## src/rtl/pipe_pkg.sv

```systemverilog
// Shared types and constants for the pipeline hazard controller.
//   state_e   : memory-wait tracking FSM states
//   FWD_*     : EX operand forward-select encodings
//   ctrl_t    : bundle of pipeline-register stall/flush controls
//   CTRL_NOP  : all controls inactive
package pipe_pkg;

  typedef enum logic [0:0] {
    RUN      = 1'b0,
    MEM_WAIT = 1'b1
  } state_e;

  localparam logic [1:0] FWD_RF    = 2'd0;
  localparam logic [1:0] FWD_EXMEM = 2'd1;
  localparam logic [1:0] FWD_MEMWB = 2'd2;

  typedef struct packed {
    logic stall_if;
    logic stall_id;
    logic stall_ex;
    logic stall_mem;
    logic flush_id;
    logic flush_ex;
    logic bubble_wb;
  } ctrl_t;

  localparam ctrl_t CTRL_NOP = '0;

endpackage

```

## src/rtl/fwd_unit.sv

```systemverilog
// Operand forward-select for one EX source register (purely combinational).
//   ex_rs                : source register of the EX instruction
//   exmem_rd, exmem_wreg : destination / write enable of the MEM instruction
//   memwb_rd, memwb_wreg : destination / write enable of the WB instruction
//   fwd                  : FWD_RF, FWD_EXMEM or FWD_MEMWB
module fwd_unit
  import pipe_pkg::*;
(
  input  logic [4:0] ex_rs,
  input  logic [4:0] exmem_rd,
  input  logic       exmem_wreg,
  input  logic [4:0] memwb_rd,
  input  logic       memwb_wreg,
  output logic [1:0] fwd
);

  // The younger producer (EX/MEM) holds the newer value, so it wins.
  always_comb begin
    fwd = FWD_RF;
    if (exmem_wreg && (exmem_rd != 5'd0) && (exmem_rd == ex_rs)) begin
      fwd = FWD_EXMEM;
    end else if (memwb_wreg && (memwb_rd != 5'd0) && (memwb_rd == ex_rs)) begin
      fwd = FWD_MEMWB;
    end
  end

endmodule

```

## src/rtl/pipe_hazard_ctrl.sv

```systemverilog
// Central hazard controller for the 5-stage IF/ID/EX/MEM/WB pipeline.
//   Inputs : ID/EX/MEM/WB register ids and write/load flags, ex_redirect,
//            mem_req / mem_ready handshake with data memory.
//   Outputs: fwd_a / fwd_b operand selects, per-register stall/flush controls,
//            bubble_wb, sticky mem_timeout, saturating stall_cnt / flush_cnt.
// Control outputs are combinational; FSM, wait counter, timeout flag and
// counters update on the rising edge of clk and reset asynchronously on rst.
module pipe_hazard_ctrl
  import pipe_pkg::*;
#(
  parameter int unsigned TIMEOUT = 64,
  parameter int unsigned CNT_W   = 32
) (
  input  logic             clk,
  input  logic             rst,
  input  logic [4:0]       dec_rs1,
  input  logic [4:0]       dec_rs2,
  input  logic             dec_use_rs1,
  input  logic             dec_use_rs2,
  input  logic [4:0]       idex_rs1,
  input  logic [4:0]       idex_rs2,
  input  logic [4:0]       idex_rd,
  input  logic             idex_wreg,
  input  logic             idex_rmem,
  input  logic [4:0]       exmem_rd,
  input  logic             exmem_wreg,
  input  logic [4:0]       memwb_rd,
  input  logic             memwb_wreg,
  input  logic             ex_redirect,
  input  logic             mem_req,
  input  logic             mem_ready,
  output logic [1:0]       fwd_a,
  output logic [1:0]       fwd_b,
  output logic             stall_if,
  output logic             stall_id,
  output logic             stall_ex,
  output logic             stall_mem,
  output logic             flush_id,
  output logic             flush_ex,
  output logic             bubble_wb,
  output logic             mem_timeout,
  output logic [CNT_W-1:0] stall_cnt,
  output logic [CNT_W-1:0] flush_cnt
);

  localparam int unsigned      WaitW   = $clog2(TIMEOUT + 1);
  localparam logic [WaitW-1:0] WaitMax = WaitW'(TIMEOUT);

  // Forwarding
  fwd_unit u_fwd_a (
    .ex_rs      (idex_rs1),
    .exmem_rd   (exmem_rd),
    .exmem_wreg (exmem_wreg),
    .memwb_rd   (memwb_rd),
    .memwb_wreg (memwb_wreg),
    .fwd        (fwd_a)
  );

  fwd_unit u_fwd_b (
    .ex_rs      (idex_rs2),
    .exmem_rd   (exmem_rd),
    .exmem_wreg (exmem_wreg),
    .memwb_rd   (memwb_rd),
    .memwb_wreg (memwb_wreg),
    .fwd        (fwd_b)
  );

  // Hazard detection
  logic memwait;
  logic loaduse;
  logic redirect_svc;

  assign memwait = mem_req & ~mem_ready;
  assign loaduse = idex_rmem & idex_wreg & (idex_rd != 5'd0) &
                   ((dec_use_rs1 & (dec_rs1 == idex_rd)) |
                    (dec_use_rs2 & (dec_rs2 == idex_rd)));
  // A redirect during a memory wait stays parked in EX until the wait ends.
  assign redirect_svc = ex_redirect & ~memwait;

  ctrl_t ctrl;

  always_comb begin
    ctrl = CTRL_NOP;
    if (memwait) begin
      // Freeze everything up to MEM; WB gets a bubble since MEM produces nothing.
      ctrl.stall_if  = 1'b1;
      ctrl.stall_id  = 1'b1;
      ctrl.stall_ex  = 1'b1;
      ctrl.stall_mem = 1'b1;
      ctrl.bubble_wb = 1'b1;
    end else if (ex_redirect) begin
      // Loaduse is irrelevant here: the ID instruction is discarded anyway.
      ctrl.flush_id = 1'b1;
      ctrl.flush_ex = 1'b1;
    end else if (loaduse) begin
      ctrl.stall_if = 1'b1;
      ctrl.stall_id = 1'b1;
      ctrl.flush_ex = 1'b1;
    end
  end

  assign stall_if  = ctrl.stall_if;
  assign stall_id  = ctrl.stall_id;
  assign stall_ex  = ctrl.stall_ex;
  assign stall_mem = ctrl.stall_mem;
  assign flush_id  = ctrl.flush_id;
  assign flush_ex  = ctrl.flush_ex;
  assign bubble_wb = ctrl.bubble_wb;

  // Memory wait FSM, wait counter and timeout flag
  state_e           state_q, state_d;
  logic [WaitW-1:0] wait_cnt_q, wait_cnt_d;
  logic             timeout_q, timeout_d;

  always_comb begin
    state_d = state_q;
    unique case (state_q)
      RUN:      if (memwait) state_d = MEM_WAIT;
      MEM_WAIT: if (mem_ready || !mem_req) state_d = RUN;
      default:  state_d = RUN;
    endcase
  end

  always_comb begin
    wait_cnt_d = '0;
    if (memwait) begin
      wait_cnt_d = (wait_cnt_q == WaitMax) ? wait_cnt_q : wait_cnt_q + 1'b1;
    end
    timeout_d = timeout_q | (wait_cnt_d == WaitMax);
  end

  // Performance counters (saturating)
  logic [CNT_W-1:0] stall_cnt_q, stall_cnt_d;
  logic [CNT_W-1:0] flush_cnt_q, flush_cnt_d;

  always_comb begin
    stall_cnt_d = stall_cnt_q;
    flush_cnt_d = flush_cnt_q;
    if (ctrl.stall_if && (stall_cnt_q != '1)) stall_cnt_d = stall_cnt_q + 1'b1;
    if (redirect_svc && (flush_cnt_q != '1)) flush_cnt_d = flush_cnt_q + 1'b1;
  end

  always_ff @(posedge clk or posedge rst) begin
    if (rst) begin
      state_q     <= RUN;
      wait_cnt_q  <= '0;
      timeout_q   <= 1'b0;
      stall_cnt_q <= '0;
      flush_cnt_q <= '0;
    end else begin
      state_q     <= state_d;
      wait_cnt_q  <= wait_cnt_d;
      timeout_q   <= timeout_d;
      stall_cnt_q <= stall_cnt_d;
      flush_cnt_q <= flush_cnt_d;
    end
  end

  assign mem_timeout = timeout_q;
  assign stall_cnt   = stall_cnt_q;
  assign flush_cnt   = flush_cnt_q;

endmodule

```

## config.mk

```make
export PLATFORM = sky130hd
export DESIGN_NAME = pipe_hazard_ctrl
export DESIGN_NICKNAME = d
export VERILOG_FILES = /design/src/rtl/pipe_pkg.sv /design/src/rtl/fwd_unit.sv /design/src/rtl/pipe_hazard_ctrl.sv
export SDC_FILE = /design/constraint.sdc
export NUM_CORES = 1
export LEC_CHECK = 0
export ABC_AREA = 1
export CORE_ASPECT_RATIO = 1.4
export CORE_MARGIN = 2
export CORE_UTILIZATION = 55
export DETAILED_ROUTE_END_ITERATION = 12
export MAX_ROUTING_LAYER = met4
export PLACE_DENSITY = 0.84
export RECOVER_POWER = 25
export SYNTH_ARGS = -nofsm -noshare
export SYNTH_HDL_FRONTEND = slang
export SYNTH_HIERARCHICAL = 1
export SYNTH_SLANG_ARGS = --single-unit
```

## constraint.sdc

```tcl
create_clock -name clk -period 3.6 [get_ports clk]
set_input_delay 0.72 -clock clk [delete_from_list [all_inputs] [get_ports clk]]
set_output_delay 0.72 -clock clk [all_outputs]
set_load 0.01 [all_outputs]
```

==> flow_summary.yaml <==
outcome:
  outcome: "complete, no violations"
synth:
  yosys.cell_count.top_type: "nand2_1"
  synth_warnings: 6
  synthFlopType: "dfrtp_1"
  synth_area_per_cell_sq_um: 6.560
  netlist_area_sq_um: 5346
  yosys-top-cells-area: "dfrtp_1 34%, nand2_1 22%, inv_1 7.3%"
  synth_top_cell_area_share: 0.3370
  synth.net_count: 865
  synthArstFlopShare: 1.000
  synth-edff-count: 0
  yosys.area.top_type: "dfrtp_1"
  synth_seq_area_share: 0.3370
  ys_seq_elements: 72
  synth_cell_types: 32
  ys_top_cells_by_count: "308 x nand2_1, 104 x inv_1, 90 x nor2_1"
  synth_cells: 815
clock_tree:
  clockBufferDepth: 2
  cts_tree: "yes"
  clk_pin_slew_ns: 0.05
  ctsResizeCount: 0
  ctsHoldBuffers: 0
  clockRootBuffer: "clkbuf_16"
  cts-htree-levels: 3
  insertion_delay_ns: 0.33
  clock-sinks: 72
  cts_setup_buffers: 0
  numCtsBuffers: 9
sta:
  finalSetupViolations: 0
  max_slew_margin: 0.2060
  slew_viol_final: 0
  fmax_mhz: 318.0
  fin_worst_skew_ns: 0.006775
  fin_setup_tns_ns: 0
  period_share: 0.8735
  setup_slack_ns: 0.4555
  finalCriticalPeriod_ns: 3.144
  rsz0062_at_grt: "no"
  hold_viol_final: 0
  tightest_slew_ns: 1.190
detailed_routing:
  wire_per_inst_um: 12.91
  drtIter0Drc: 286
  avgViaCountPerCell: 5.078
  drc_errors: 0
  ant_nets: 0
  dr_total_vias: 5312
  wl_um: 13500
  drtPass1Iterations: 6
critical_path:
  cp.depth: 6
  cp.buffers_inverters: 4
  crit_path_end_kind: "output port"
  startpoint_type: "input pin"
  crit_end: "stall_if"
  cp_top_family: "buffers and inverters"
  crit_chain: "dlygate4sd3_1 > inv_1 > nor2_1 > inv_1 > nand2_2 > clkdlybuf4s50_1"
  r2r-start: "flush_cnt[1]"
  rr_endpoint: "flush_cnt[6]"
  path_class: "in -> out"
  cp.arrival_ns: 2.42
  path_max_fanout: 7
  crit_path_max_incr_delay_ns: 0.56
  ff2ff_path_depth: 10
  cp_slowest_cell: "clkdlybuf4s50_1"
  cp.required_ns: 2.88
  regToRegSetupSlack_ns: 1.33
  worstSetupStartpoint: "mem_req"
  cpMostUsedCell: "inv_1"
global_routing:
  globalRouteOverflowTotal: 0
  grt_pass1_vias: 5030
  grt.total_usage: 0.2763
  grt_max_degree: 44
  antenna_found_initial: 0
  grt_pass1_wl_um: 22730
pwr:
  p_leak_nw: 3.481
  peakVddDrop_mv: 0.2387
  p_per_area_nw_per_um2: 325.4
  p_total_mw: 2.218
floorplan:
  boundaryPins: 122
  die_y_um: 120.7
  start_util: 0.5652
  core.rowCount: 42
  dieArea_sq_um: 10540
  core-area_sq_um: 9459
  die_w_um: 87.33
placed_design:
  placed_area_sq_um: 6576
  port_buffers: 121
  post-place-ws_ns: 0.4531
  globalplace.congestion: 0.9795
  hpwl_um: 10220
min_path:
  hold_class: "reg -> reg"
  hold_start: "mem_timeout"
run:
  drv_cap: 0
final_layout:
  layout-drive-gt1-share: 0.08013
  syn_to_final_growth_pct: 27.50
  antenna_cells: 0
  final_core_util: 0.7206
  finalNetCount: 984
  fin_area_sq_um: 6817
  fill_cells: 815
-- cell type report --
cell class,instances,area [sq um],share of cell area
Sequential cell,72,1802,0.2643
Timing Repair Buffer,125,1235,0.1812
Tap cell,110,137.6,0.02019
Multi-Input combinational cell,610,2945,0.4321
Clock buffer,12,256.5,0.03763
Inverter,116,435.4,0.06388
Clock inverter,1,5.005,0.0007342
-- cell families after synthesis --
family,Yosys count,share of synthesized area
AOI/OAI and AO/OA,22,0.02247
buffers and inverters,133,0.1116
DFF,72,0.3370
and+or+nand+nor,540,0.4475
xor gates and xnor gates,44,0.07208
adders and majority gates,4,0.009361
-- routing by layer --
| layer | wire, um | up-vias | track usage |
|---|---|---|---|
| met2 | 7217 | 152 | 0.4920 |
| li1 | - | 2728 | - |
| met3 | 577 | 30 | 0.04096 |
| met4 | 379 | 0 | 0.1058 |
| met1 | 5325 | 2402 | 0.3053 |
| met5 | 0 | - | - |
-- worst min path at each step --
stage	to	slack (ns)	cells after the start
6_report	mem_timeout	0.49	1
5_1_grt	mem_timeout	0.52	1
4_1_cts	mem_timeout	0.50	1
3_5_place_dp	mem_timeout	0.48	1
3_3_place_gp	mem_timeout	0.47	1
2_1_floorplan	mem_timeout	0.51	1
-- power by group --
group | internal, mW | switching (mW) | leakage, nW
clock network | 0.491 | 0.312 | 0.130
registers | 0.869 | 0.0794 | 0.987
logic | 0.230 | 0.237 | 2.36
-- sequential cells by signal, summed over array words and instances (netlist names) --
register	cells
stall_cnt	32
flush_cnt	32
wait_cnt_q	7
mem_timeout	1
-- per-stage QoR --
step,hold WS (ns),instances
after global placement,0.4659,1033
after CTS,0.4954,1046
after floorplan,0.5134,815
final,0.4906,1046
after detailed placement,0.4783,1033
after global routing,0.5167,1046
-- cell usage in the layout (no fill, tap or decap) --
cell type / instances
a21boi_0: 3
a21oi_1: 4
and2_1: 1
buf_4: 2
clkbuf_1: 2
clkbuf_16: 9
clkbuf_2: 1
clkbuf_8: 2
clkdlybuf4s50_1: 119
clkinv_2: 1
dfrtp_1: 72
dlygate4sd3_1: 2
ha_1: 4
inv_1: 104
inv_2: 12
nand2_1: 308
nand2_2: 11
nand2_4: 1
nand3_1: 58
nand3_2: 13
nand3_4: 1
nand3b_1: 5
nand4_1: 12
nor2_1: 91
nor2_2: 15
nor2_4: 3
nor3_1: 17
nor3_2: 2
nor3_4: 1
o21ai_0: 9
o21ai_1: 5
o21bai_1: 1
or2_2: 1
xnor2_1: 7
xor2_1: 37
Power figures use the tool's default switching activity.
